[src/rtl/uart_pkg.sv]
// uart_pkg: frame constants and FSM state encoding
// shared by the UART transmitter and receiver.
package uart_pkg;

  localparam int   DATA_BITS  = 8;
  localparam logic IDLE_LEVEL = 1'b1;

  typedef enum logic [2:0] {
    IDLE,
    START,
    DATA,
    STOP,
    BRK
  } uart_state_e;

endpackage

[src/rtl/uart_rx_if.sv]
// uart_rx_if: received-byte valid/ack handshake
// plus the receiver's error pulses and busy flag.
interface uart_rx_if;
  import uart_pkg::*;

  logic [DATA_BITS-1:0] dout_byte;
  logic                 dout_valid;
  logic                 dout_ack;
  logic                 frame_err;
  logic                 overrun_err;
  logic                 busy;

  modport master (
    output dout_byte,
    output dout_valid,
    output frame_err,
    output overrun_err,
    output busy,
    input  dout_ack
  );

  modport slave (
    input  dout_byte,
    input  dout_valid,
    input  frame_err,
    input  overrun_err,
    input  busy,
    output dout_ack
  );

endinterface

[src/rtl/uart_rx_sync.sv]
// uart_rx_sync: 2-flop synchronizer for the serial line,
// reset to the idle level so reset never looks like a start bit.
module uart_rx_sync
  import uart_pkg::*;
(
  input  logic clk_x,
  input  logic rst_p,
  input  logic d_i,
  output logic q_o
);

  logic [1:0] sync_q;

  always_ff @(posedge clk_x or posedge rst_p) begin
    if (rst_p) begin
      sync_q <= {2{IDLE_LEVEL}};
    end else begin
      sync_q <= {sync_q[0], d_i};
    end
  end

  assign q_o = sync_q[1];

endmodule

[src/rtl/uart_rx_top.sv]
// uart_rx_top: 8N1 UART receiver with valid/ack byte output.
// Define UART_RX_SYNC_EN to pass ser_in through a 2-flop synchronizer.
module uart_rx_top
  import uart_pkg::*;
#(
  parameter int CLKS_PER_BIT = 1
) (
  input  logic      clk_x,
  input  logic      rst_p,
  input  logic      ser_in,
  uart_rx_if.master rx
);

  localparam int HALF = (CLKS_PER_BIT - 1) / 2;
  localparam int CW   = $clog2(CLKS_PER_BIT) + 1;

  localparam logic [CW-1:0] CNT_BIT =
    CW'(CLKS_PER_BIT - 1);
  localparam logic [CW-1:0] CNT_MID =
    CW'((HALF > 0) ? HALF - 1 : 0);
  localparam logic [2:0] LAST_BIT =
    3'(DATA_BITS - 1);

  logic rx_s;

`ifdef UART_RX_SYNC_EN
  uart_rx_sync u_sync (
    .clk_x (clk_x),
    .rst_p (rst_p),
    .d_i   (ser_in),
    .q_o   (rx_s)
  );
`else
  assign rx_s = ser_in;
`endif

  uart_state_e          state_q, state_d;
  logic [CW-1:0]        cnt_q, cnt_d;
  logic [2:0]           bcnt_q, bcnt_d;
  logic [DATA_BITS-1:0] shift_q, shift_d;
  logic [DATA_BITS-1:0] byte_q, byte_d;
  logic                 valid_q, valid_d;
  logic                 ferr_q, ferr_d;
  logic                 ovr_q, ovr_d;

  always_ff @(posedge clk_x or posedge rst_p) begin
    if (rst_p) begin
      state_q <= IDLE;
      cnt_q   <= '0;
      bcnt_q  <= '0;
      shift_q <= '0;
      byte_q  <= '0;
      valid_q <= 1'b0;
      ferr_q  <= 1'b0;
      ovr_q   <= 1'b0;
    end else begin
      state_q <= state_d;
      cnt_q   <= cnt_d;
      bcnt_q  <= bcnt_d;
      shift_q <= shift_d;
      byte_q  <= byte_d;
      valid_q <= valid_d;
      ferr_q  <= ferr_d;
      ovr_q   <= ovr_d;
    end
  end

  always_comb begin
    state_d = state_q;
    cnt_d   = cnt_q;
    bcnt_d  = bcnt_q;
    shift_d = shift_q;
    byte_d  = byte_q;
    valid_d = valid_q;
    ferr_d  = 1'b0;
    ovr_d   = 1'b0;

    if (valid_q && rx.dout_ack) begin
      valid_d = 1'b0;
    end

    unique case (state_q)
      IDLE: begin
        if (!rx_s) begin
          bcnt_d = '0;
          // no mid-bit offset: this sample is the start sample
          if (HALF == 0) begin
            state_d = DATA;
            cnt_d   = CNT_BIT;
          end else begin
            state_d = START;
            cnt_d   = CNT_MID;
          end
        end
      end
      START: begin
        if (cnt_q == '0) begin
          if (!rx_s) begin
            state_d = DATA;
            cnt_d   = CNT_BIT;
            bcnt_d  = '0;
          end else begin
            state_d = IDLE;
          end
        end else begin
          cnt_d = cnt_q - CW'(1);
        end
      end
      DATA: begin
        if (cnt_q == '0) begin
          shift_d = {rx_s, shift_q[DATA_BITS-1:1]};
          cnt_d   = CNT_BIT;
          bcnt_d  = bcnt_q + 3'd1;
          if (bcnt_q == LAST_BIT) begin
            state_d = STOP;
          end
        end else begin
          cnt_d = cnt_q - CW'(1);
        end
      end
      STOP: begin
        if (cnt_q == '0) begin
          if (rx_s) begin
            byte_d  = shift_q;
            valid_d = 1'b1;
            ovr_d   = valid_q && !rx.dout_ack;
            state_d = IDLE;
          end else begin
            ferr_d  = 1'b1;
            state_d = BRK;
          end
        end else begin
          cnt_d = cnt_q - CW'(1);
        end
      end
      BRK: begin
        // a held-low line must go high before a new start
        if (rx_s) begin
          state_d = IDLE;
        end
      end
      default: begin
        state_d = IDLE;
      end
    endcase
  end

  assign rx.dout_byte   = byte_q;
  assign rx.dout_valid  = valid_q;
  assign rx.frame_err   = ferr_q;
  assign rx.overrun_err = ovr_q;
  assign rx.busy        = (state_q != IDLE);

endmodule

[src/flat_wrapper.sv]
// flat-port wrapper written by rule: the top's interface ports become plain ports
module uart_rx_top_flat import uart_pkg::*;
#(
  parameter int CLKS_PER_BIT = 1
)
  (clk_x, rst_p, ser_in, rx_dout_byte, rx_dout_valid, rx_frame_err, rx_overrun_err, rx_busy, rx_dout_ack);
  uart_rx_if rx_i ();
  input  logic clk_x;
  input  logic rst_p;
  input  logic ser_in;
  output wire logic [$bits(rx_i.dout_byte)-1:0] rx_dout_byte;
  output wire logic [$bits(rx_i.dout_valid)-1:0] rx_dout_valid;
  output wire logic [$bits(rx_i.frame_err)-1:0] rx_frame_err;
  output wire logic [$bits(rx_i.overrun_err)-1:0] rx_overrun_err;
  output wire logic [$bits(rx_i.busy)-1:0] rx_busy;
  input wire logic [$bits(rx_i.dout_ack)-1:0] rx_dout_ack;
  assign rx_dout_byte = rx_i.dout_byte;
  assign rx_dout_valid = rx_i.dout_valid;
  assign rx_frame_err = rx_i.frame_err;
  assign rx_overrun_err = rx_i.overrun_err;
  assign rx_busy = rx_i.busy;
  assign rx_i.dout_ack = rx_dout_ack;
  uart_rx_top #(.CLKS_PER_BIT(CLKS_PER_BIT)) u_core (.clk_x(clk_x), .rst_p(rst_p), .ser_in(ser_in), .rx(rx_i));
endmodule
[config.mk]
export PLATFORM = sky130hd
export DESIGN_NAME = uart_rx_top_flat
export DESIGN_NICKNAME = d
export VERILOG_FILES = /design/src/rtl/uart_pkg.sv /design/src/rtl/uart_rx_if.sv /design/src/rtl/uart_rx_sync.sv /design/src/rtl/uart_rx_top.sv /design/src/flat_wrapper.sv
export SDC_FILE = /design/constraint.sdc
export NUM_CORES = 1
export LEC_CHECK = 0
export CORE_MARGIN = 5
export CORE_UTILIZATION = 46
export CTS_CLUSTER_DIAMETER = 30
export CTS_CLUSTER_SIZE = 20
export DETAILED_ROUTE_END_ITERATION = 7
export GPL_ROUTABILITY_DRIVEN = 0
export GPL_TIMING_DRIVEN = 0
export HOLD_SLACK_MARGIN = 0.15
export PLACE_DENSITY = 0.73
export SLEW_MARGIN = 5
export SYNTH_ARGS = -nofsm -noshare
export SYNTH_HDL_FRONTEND = slang
export SYNTH_SLANG_ARGS = --single-unit
[constraint.sdc]
create_clock -name clk_x -period 1.3 [get_ports clk_x]
set_input_delay 0.39 -clock clk_x [delete_from_list [all_inputs] [get_ports clk_x]]
set_output_delay 0.39 -clock clk_x [all_outputs]
set_load 0.05 [all_outputs]
==> impl_metrics.ini, run 1 <==
[clock_tree]
ctsRootBufferMaster = sky130_fd_sc_hd__clkbuf_4
number_of_levels_the_h_tree_was_split_into = 1
clock_sink_count = 25
worst_setup_hold_path_clk_slew_ns = 0.14
clkLatencyLatePin_ns = 0.32
cts_hold_buffers = 0
cts_inserted_buffers = 3
tritoncts = yes
clock_path_buffers = 2

[sta]
achievable-frequency_mhz = 652
setup_viol = 21
finClkSkew_ns = 0.00894
number_of_max_slew_violations_in_the_final_report = 0
layout_setup_ws_ns = -0.235
tightest_slew_ns = 0.520
finalHoldViolCount = 0
relSlewSlack_pct = 65.3
final_min_period_over_clock_period_pct = 118
rsz_0062_raised_after_global_routing = yes
setup-tns-final_ns = -3.40
finalWorstPathRequiredPeriod_ns = 1.53

[floorplanning]
num_io_pins = 16
coreArea_sq_um = 2020
fp.dieArea_sq_um = 3210
floorplan.initialDensity_pct = 49.4
row_count = 16
die-width_um = 56.6
die_h_um = 56.6

[global_route]
antenna_found_initial = 0
grt-ovfl-total = 0
largest_net_degree_at_the_start_of_global_routing = 26
first_global_vias = 650
globalRouteTotalUtil_pct = 12.8
grt_pass1_wl_mm = 3.15

[pwr]
power.density_cell_area_nw_per_um2 = 2810
switching_share_pct = 40.4
worst_ir_drop_vdd_mv = 1.35
leakage_nw = 0.712
p_sw_w = 0.00165
power_report.internal_total_w = 0.00244
seq_power_share_pct = 34.2
power_frac_comb_pct = 57.2
p_clk_share_pct = 8.6
post-layout-total-power_w = 0.00409

[drt]
met2_wirelength_um = 930
wl_met3_um = 72
routed_wl_per_cell_um = 15.6
ant_nets = 0
drc = 0
routed_wl_mm = 1.97
drt_first_iter_violations = 7
top_signal_layer_used = met4
dr.pass1.iters = 4
avgViaCountPerCell = 5.17
route.vias.total = 652
drt-met1-wl_um = 917

[synthesis]
ys_warn_count = 0
syn_nets = 75
ys_seq_elements = 25
synth_area_per_cell_sq_um = 14.5
yosysUniqueCellTypes = 19
post_syn_area_sq_um = 1000
syn_inst = 69
synth_seq_area_share_pct = 62.6

[place]
placement.io_buffers = 15
place_ws_ns = -0.626
place_area_sq_um = 1190
post-dp-hpwl_mm = 1.04

[flow_run]
max_cap_viol_count = 0

[layout]
area_growth_syn_to_layout_pct = 45.7
nFillCells = 124
design.final.nets = 106
drive_above_1_share_pct = 59.6
fin_util_pct = 72.0
post-route-cell-area_sq_um = 1460
antenna_cells_inserted = 0

[setup_path]
path_class = flop to flop
timing.rr.end = u_core.rx.dout_byte[0]
reg2reg_setup_slack_ns = -0.23
startpoint_kind_of_the_worst_setup_timing_path = flop
timing.critical_path.required_ns = 1.52
cp-end-kind = flop
crit_fanout = 5
cp-endpoint = u_core.rx.dout_byte[0]
reg2reg_from = u_core.state_q[2]
worst_setup_path_startpoint = u_core.state_q[2]
reg2regPathDepth = 4
critical_path_arrival_ns = 1.75

[run_status]
violations_in_the_final_reports = negative setup slack
run_status = finished with violations

[hold_path]
worstHoldPathType = input port to async pin
-- what timing repair did --
item                       CTS  global route
cloned                       1             0
buffers inserted             9             2
resized for setup          116             7
pin swaps                    7             2
setup endpoints to repair   28            58
-- flip-flops by register name, indices dropped and copies added, names as in the netlist --
signal,cells
u_core.bcnt_q,3
u_core.rx.dout_valid,1
u_core.rx.frame_err,1
u_core.rx.dout_byte,8
u_core.rx.overrun_err,1
u_core.shift_q,8
u_core.state_q,3
-- layout by cell type (no fill, tap or decap), types with 2 or more instances in the layout --
cell type and count:
sky130_fd_sc_hd__buf_6 15, sky130_fd_sc_hd__o2bb2ai_1 3, sky130_fd_sc_hd__nand2_1 2, sky130_fd_sc_hd__nor2_1 2
sky130_fd_sc_hd__a22oi_2 2, sky130_fd_sc_hd__buf_4 5, sky130_fd_sc_hd__mux2_4 16, sky130_fd_sc_hd__nor3_4 2
sky130_fd_sc_hd__buf_8 3, sky130_fd_sc_hd__dfrtp_1 23, sky130_fd_sc_hd__nand3_4 2, sky130_fd_sc_hd__ha_1 2
sky130_fd_sc_hd__a21oi_1 2, sky130_fd_sc_hd__inv_2 2, sky130_fd_sc_hd__clkbuf_4 3, sky130_fd_sc_hd__dfrtp_2 2
sky130_fd_sc_hd__clkdlybuf4s50_1 3
-- worst min-delay path by stage --
stage                              endpoint  slack [ns]  cells past startpoint
after floorplan            u_core.bcnt_q[0]        0.42                      1
after global routing      u_core.shift_q[1]        0.47                      2
after global placement    u_core.state_q[1]        0.47                      1
after detailed placement  u_core.state_q[1]        0.49                      1
after CTS                 u_core.state_q[1]        0.50                      1
final                     u_core.shift_q[1]        0.43                      2
-- stage by stage --
| step | std cells | hold slack, ns |
|---|---|---|
| after floorplan | 69 | 0.417 |
| after detailed placement | 111 | 0.486 |
| after CTS | 125 | 0.501 |
| after global placement | 111 | 0.467 |
| final | 126 | 0.426 |
| after global routing | 126 | 0.473 |
-- worst max-delay path, cell delays in order, from the launching register on --
cell and delay [ns]:
sky130_fd_sc_hd__dfrtp_2 0.47, sky130_fd_sc_hd__buf_4 0.17, sky130_fd_sc_hd__nor2b_2 0.29, sky130_fd_sc_hd__nand3_4 0.18
sky130_fd_sc_hd__mux2_4 0.33
-- cell usage after synthesis --
| master | count | area (sq um) |
|---|---|---|
| sky130_fd_sc_hd__nand3_4 | 1 | 17.5 |
| sky130_fd_sc_hd__a22oi_1 | 2 | 15.0 |
| sky130_fd_sc_hd__mux2_2 | 16 | 180 |
| sky130_fd_sc_hd__nor3_1 | 1 | 5.00 |
| sky130_fd_sc_hd__nor2b_2 | 1 | 8.76 |
| sky130_fd_sc_hd__a21o_2 | 1 | 8.76 |
| sky130_fd_sc_hd__inv_2 | 1 | 3.75 |
| sky130_fd_sc_hd__nor3_4 | 1 | 16.3 |
| sky130_fd_sc_hd__dfrtp_1 | 25 | 626 |
| sky130_fd_sc_hd__nand2b_1 | 1 | 6.26 |
| sky130_fd_sc_hd__and3_1 | 1 | 6.26 |
| sky130_fd_sc_hd__ha_1 | 2 | 25.0 |
| sky130_fd_sc_hd__o2bb2ai_1 | 3 | 26.3 |
| sky130_fd_sc_hd__a21oi_1 | 3 | 15.0 |
| sky130_fd_sc_hd__nand2_1 | 3 | 11.3 |
| sky130_fd_sc_hd__buf_2 | 1 | 5.00 |
| sky130_fd_sc_hd__nor2_1 | 3 | 11.3 |
| sky130_fd_sc_hd__inv_1 | 2 | 7.51 |
| sky130_fd_sc_hd__nand3_1 | 1 | 5.00 |
-- area by class of cell --
type	count	area [sq um]	share of cell area, %
well taps	27	33.8	2.32
multi-input cells	41	470	32.3
clock buffers	3	22.5	1.55
inverters	3	15.0	1.03
clock inverters	1	5.00	0.344
repair buffers	26	282	19.3
flip-flops and latches	25	628	43.1
-- routing by layer --
metal / track usage, % / vias to the layer above
met2: 19.0 / 12
met3: 3.21 / 5
met5: 0 / -
li1: - / 308
met1: 17.3 / 327
met4: 6.10 / 0
-- power by group through the flow --
stage / sequential, W / clock, W / combinational [W]
CTS: 0.00138 / 0.000356 / 0.00229
detailed placement: 0.00134 / 0 / 0.00168
global placement: 0.00133 / 0 / 0.00165
finish: 0.00140 / 0.000352 / 0.00234
global route: 0.00144 / 0.000393 / 0.00246
floorplan: 0.00175 / 0 / 0.000808
-- logic make-up (layout without fill, tap and decap cells) --
kind of cell               count (synthesis)  in the layout  synth area share [%]
DFF                                       25             25                  62.6
muxes                                     16             16                  18.0
and+or+nand+nor                           13             14                  8.76
AOI/OAI and AO/OA                          9              9                  6.51
buffers and inverters                      4             33                  1.63
adders and majority gates                  2              2                  2.50
Note: power is estimated with default switching activity, not from simulation.
==> run 2: changes to the inputs <==
--- a/config.mk
+++ b/config.mk
@@ -6,14 +6,14 @@
 export NUM_CORES = 1
 export LEC_CHECK = 0
 export CORE_MARGIN = 5
-export CORE_UTILIZATION = 46
+export CORE_UTILIZATION = 45
 export CTS_CLUSTER_DIAMETER = 30
 export CTS_CLUSTER_SIZE = 20
 export DETAILED_ROUTE_END_ITERATION = 7
 export GPL_ROUTABILITY_DRIVEN = 0
 export GPL_TIMING_DRIVEN = 0
 export HOLD_SLACK_MARGIN = 0.15
-export PLACE_DENSITY = 0.73
+export PLACE_DENSITY = 0.72
 export SLEW_MARGIN = 5
 export SYNTH_ARGS = -nofsm -noshare
 export SYNTH_HDL_FRONTEND = slang
==> impl_metrics.ini, run 2 (synthesis results as in run 1) <==
[run_status]
run_status = finished with violations
violations_in_the_final_reports = negative setup slack

[pwr]
post-layout-total-power_w = 0.00390
power.density_cell_area_nw_per_um2 = 2810
worst_ir_drop_vdd_mv = 2.02
leakage_nw = 0.648

[setup_path]
timing.critical_path.required_ns = 0.91
critical_path_arrival_ns = 1.13
cell_by_cell_listing_of_the_critical_path = nor2_4 -> nand2_2 -> buf_8
max_stage_delay_ns = 0.48
startpoint_kind_of_the_worst_setup_timing_path = flop
cp-end-kind = output port
path_class = flop to output port
critical_path.slowest_cell = sky130_fd_sc_hd__dfrtp_2
crit_fanout = 4

[clock_tree]
clkLatencyLatePin_ns = 0.30
worst_setup_hold_path_clk_slew_ns = 0.12
ctsRootBufferMaster = sky130_fd_sc_hd__clkbuf_4
number_of_levels_the_h_tree_was_split_into = 1
tritoncts = yes
clock_sink_count = 25
clock_path_buffers = 2
cts_inserted_buffers = 3
cts_hold_buffers = 0

[floorplanning]
fp.dieArea_sq_um = 3260
num_io_pins = 16
die_h_um = 57.1
die-width_um = 57.1
row_count = 17
floorplan.initialDensity_pct = 46.1
coreArea_sq_um = 2170

[layout]
design.final.nets = 105
area_growth_syn_to_layout_pct = 38.9
area.sequential_sq_um = 627
nFillCells = 165
layout_common_cells = sky130_fd_sc_hd__dfrtp_1, sky130_fd_sc_hd__buf_6, sky130_fd_sc_hd__mux2_2
multiInputGateArea_sq_um = 427
drive_above_1_share_pct = 55.1
antenna_cells_inserted = 0
fin_util_pct = 64.0
commonest_non_fill_non_tap_cell_in_the_layout = sky130_fd_sc_hd__dfrtp_1

[drt]
route.vias.total = 651
avgViaCountPerCell = 5.17
drc = 0
routed_wl_mm = 2.00
routed_wl_per_cell_um = 15.9
ant_nets = 0
dr.pass1.iters = 4
drt_first_iter_violations = 8

[place]
placement.io_buffers = 15
post-dp-hpwl_mm = 1.11

[sta]
achievable-frequency_mhz = 657
finalWorstPathRequiredPeriod_ns = 1.52
tightest_slew_ns = 0.521
layout_setup_ws_ns = -0.221
number_of_max_slew_violations_in_the_final_report = 0
setup_viol = 17
finClkSkew_ns = 0.00190
rsz_0062_raised_after_global_routing = yes
finalHoldViolCount = 0
relSlewSlack_pct = 65.2
final_min_period_over_clock_period_pct = 117

[global_route]
first_global_vias = 687
globalRouteTotalUtil_pct = 12.4
grt-ovfl-total = 0
antenna_found_initial = 0
grt_pass1_wl_mm = 3.19
largest_net_degree_at_the_start_of_global_routing = 26

[hold_path]
worstHoldPathType = input port to async pin

[flow_run]
max_cap_viol_count = 0
## run 2: changes by cell type in the layout (fill, tap and decap cells not counted), sizes merged
cell and delta:
buf -1, clkbuf +1, clkinv -1
## run 2: through the flow
stage               TNS (ns)  cell area [sq um]  cells  worst slack [ns]  hold WS (ns)
finish                 -1.77               1390    126            -0.221         0.469
global route           -2.41               1390    126            -0.273         0.501
CTS                    -1.82               1280    122            -0.238         0.496
detailed placement    -12.98               1190    112            -0.624         0.478
global placement      -12.72               1190    112            -0.603         0.466
floorplan                  0               1000     69           0.00558         0.417
## run 2: cell type report
class                      count  area share [%]
multi-input combinational     41            30.7
buffer                         1           0.811
inverter                       3            1.08
timing repair buffer          24            17.8
sequential                    25            45.1
tap                           28            2.52
clock buffer                   4            1.89
## run 2: worst max-delay path, delay by kind of cell (launching register included)
family                 cells  cell delay (ns)
DFF                        1             0.48
and+or+nand+nor            2             0.20
buffers and inverters      1             0.15
## run 2: final timing paths
path                                   startpoint               endpoint  slack [ns]  cells past startpoint
max in group asynchronous                   rst_p      u_core.state_q[2]        0.51                      2
worst max-delay path            u_core.state_q[2]                rx_busy       -0.22                      3
min in group clk_x              u_core.state_q[1]      u_core.state_q[1]        0.50                      1
worst min register to register  u_core.state_q[1]      u_core.state_q[1]        0.50                      1
worst min-delay path                        rst_p  u_core.rx.overrun_err        0.47                      2
worst max register to register  u_core.state_q[2]      u_core.shift_q[1]       -0.17                      4
## run 2: repair_timing
| action | in CTS | in global routing |
|---|---|---|
| setup buffers | 5 | 4 |
| gates resized for setup | 85 | 20 |
| pin swaps | 2 | 4 |
| endpoints found under the setup margin | 28 | 55 |
| gates cloned | 1 | 0 |
## run 2: per-layer routing
layer	vias up	global-route usage (%)	part of all wire [%]
li1	304	-	-
met1	326	17.0	46
met2	19	19.6	47
met3	2	3.39	5.2
met4	0	2.98	0.95
met5	-	0	0
## run 2: power breakdown
part | leakage [nW] | switching [W] | internal (W) | total (W)
Combinational | 0.325 | 0.00113 | 0.00107 | 0.00220
Clock | 0.0150 | 0.000204 | 0.000119 | 0.000324
Sequential | 0.308 | 0.000257 | 0.00112 | 0.00138
==> run 3: changes to the inputs <==
--- a/config.mk
+++ b/config.mk
@@ -5,7 +5,6 @@
 export SDC_FILE = /design/constraint.sdc
 export NUM_CORES = 1
 export LEC_CHECK = 0
-export CORE_MARGIN = 5
 export CORE_UTILIZATION = 45
 export CTS_CLUSTER_DIAMETER = 30
 export CTS_CLUSTER_SIZE = 20
==> impl_metrics.ini, run 3 (synthesis results as in run 1) <==
[run_status]
run_status = finished with violations
violations_in_the_final_reports = negative setup slack

[global_route]
largest_net_degree_at_the_start_of_global_routing = 26
grt-ovfl-total = 0
first_global_vias = 618
grt_pass1_wl_mm = 2.65
globalRouteTotalUtil_pct = 14.4
antenna_found_initial = 0

[clock_tree]
cts_inserted_buffers = 3
cts_hold_buffers = 0
clkLatencyLatePin_ns = 0.31
clock_sink_count = 25
ctsRootBufferMaster = sky130_fd_sc_hd__clkbuf_4
number_of_levels_the_h_tree_was_split_into = 1
tritoncts = yes
clock_path_buffers = 2
worst_setup_hold_path_clk_slew_ns = 0.13

[setup_path]
timing.rr.end = u_core.rx.dout_byte[1]
reg2reg_from = u_core.state_q[2]
critical-path-top-delay-family = flip-flops
total_number_of_cells_along_the_worst_setup_path = 3
crit_fanout = 5
cp-endpoint = rx_busy
worst_setup_path_startpoint = u_core.state_q[2]
reg2reg_setup_slack_ns = -0.16
critPathBufInv = 1
critical_path_arrival_ns = 1.10
startpoint_kind_of_the_worst_setup_timing_path = flop
path_class = flop to output port
max_stage_delay_ns = 0.47
cell_by_cell_listing_of_the_critical_path = nor2_4 -> nand2_2 -> buf_8
cp-end-kind = output port
critical_path.slowest_cell = sky130_fd_sc_hd__dfrtp_2
reg2regPathDepth = 4
timing.critical_path.required_ns = 0.91

[sta]
setup_viol = 17
rsz_0062_raised_after_global_routing = yes
finalHoldViolCount = 0
hold-worst-slack_ns = 0.457
finClkSkew_ns = 0.00809
final_min_period_over_clock_period_pct = 115
number_of_max_slew_violations_in_the_final_report = 0
achievable-frequency_mhz = 671
relSlewSlack_pct = 63.9
layout_setup_ws_ns = -0.190
finalWorstPathRequiredPeriod_ns = 1.49
setup-tns-final_ns = -1.55
tightest_slew_ns = 0.541

[pwr]
power.density_cell_area_nw_per_um2 = 2790
leakage_nw = 0.636
worst_ir_drop_vdd_mv = 1.40

[drt]
route.vias.total = 625
ant_nets = 0
routed_wl_mm = 1.69
avgViaCountPerCell = 5.08
routed_wl_per_cell_um = 13.7
drc = 0
drt_first_iter_violations = 3
dr.pass1.iters = 4

[layout]
drive_above_1_share_pct = 53.1
post-route-cell-area_sq_um = 1350
antenna_cells_inserted = 0
nFillCells = 146
design.final.nets = 103
area_growth_syn_to_layout_pct = 34.8
fin_util_pct = 66.6
layout_common_cells = sky130_fd_sc_hd__dfrtp_1, sky130_fd_sc_hd__buf_6, sky130_fd_sc_hd__mux2_2
commonest_non_fill_non_tap_cell_in_the_layout = sky130_fd_sc_hd__dfrtp_1

[place]
post-dp-hpwl_mm = 1.04
place_area_sq_um = 1190
placement.io_buffers = 15
place_ws_ns = -0.624

[hold_path]
worstHoldPathType = input port to async pin

[floorplanning]
row_count = 16
fp.dieArea_sq_um = 2410
die-width_um = 49.1
floorplan.initialDensity_pct = 49.4
coreArea_sq_um = 2020
num_io_pins = 16
die_h_um = 49.1

[flow_run]
max_cap_viol_count = 0
==> run 3: power by group <==
part           internal, W  switching [W]  total, W
combinational      0.00102        0.00105   0.00207
clock             0.000115       0.000217  0.000332
sequential         0.00112       0.000247   0.00137
total              0.00225        0.00152   0.00376
==> run 3: worst min path at each step <==
stage / startpoint / endpoint / cells after the start
global placement: u_core.state_q[1] / u_core.state_q[1] / 1
floorplan: rst_p / u_core.bcnt_q[0] / 1
global route: rst_p / u_core.shift_q[7] / 2
detailed placement: u_core.rx.dout_byte[3] / u_core.rx.dout_byte[3] / 1
CTS: u_core.state_q[1] / u_core.state_q[1] / 1
finish: rst_p / u_core.rx.dout_byte[0] / 2
==> run 3: area by class of cell <==
cell class | count | area [sq um] | share of cell area, %
Multi-Input combinational cell | 41 | 409 | 30.4
Clock buffer | 3 | 22.5 | 1.67
Sequential cell | 25 | 627 | 46.5
Tap cell | 27 | 33.8 | 2.51
Inverter | 3 | 17.5 | 1.30
Timing Repair Buffer | 23 | 233 | 17.3
Clock inverter | 1 | 5.00 | 0.371
==> run 3: routing by layer <==
| layer | wire [um] | global-route usage (%) | part of all wire [%] |
|---|---|---|---|
| met5 | 0 | 0 | 0 |
| met2 | 828 | 22.8 | 49 |
| met4 | 0 | 4.41 | 0 |
| met1 | 804 | 19.6 | 48 |
| met3 | 56 | 3.12 | 3.3 |
==> run 3: metrics by stage <==
stage | total power (W) | cells
5_1_grt | 0.00397 | 123
3_5_place_dp | 0.00304 | 111
6_report | 0.00376 | 123
4_1_cts | 0.00365 | 121
2_1_floorplan | 0.00256 | 69
3_3_place_gp | 0.00297 | 111
==> run 3: worst register-to-register path, delay by kind of cell, from the launching register on <==
family | cells | cell delay (ns)
buf+inv | 1 | 0.15
mux | 1 | 0.31
flops | 1 | 0.47
simple gates | 2 | 0.43
==> run 3: timing repair <==
| item | CTS | global route |
|---|---|---|
| setup endpoints to repair | 28 | 55 |
| setup buffers | 5 | 3 |
| resized for setup | 86 | 16 |
| cloned | 1 | 0 |
| pin swaps | 1 | 4 |
| hold endpoints to repair | 0 | 0 |
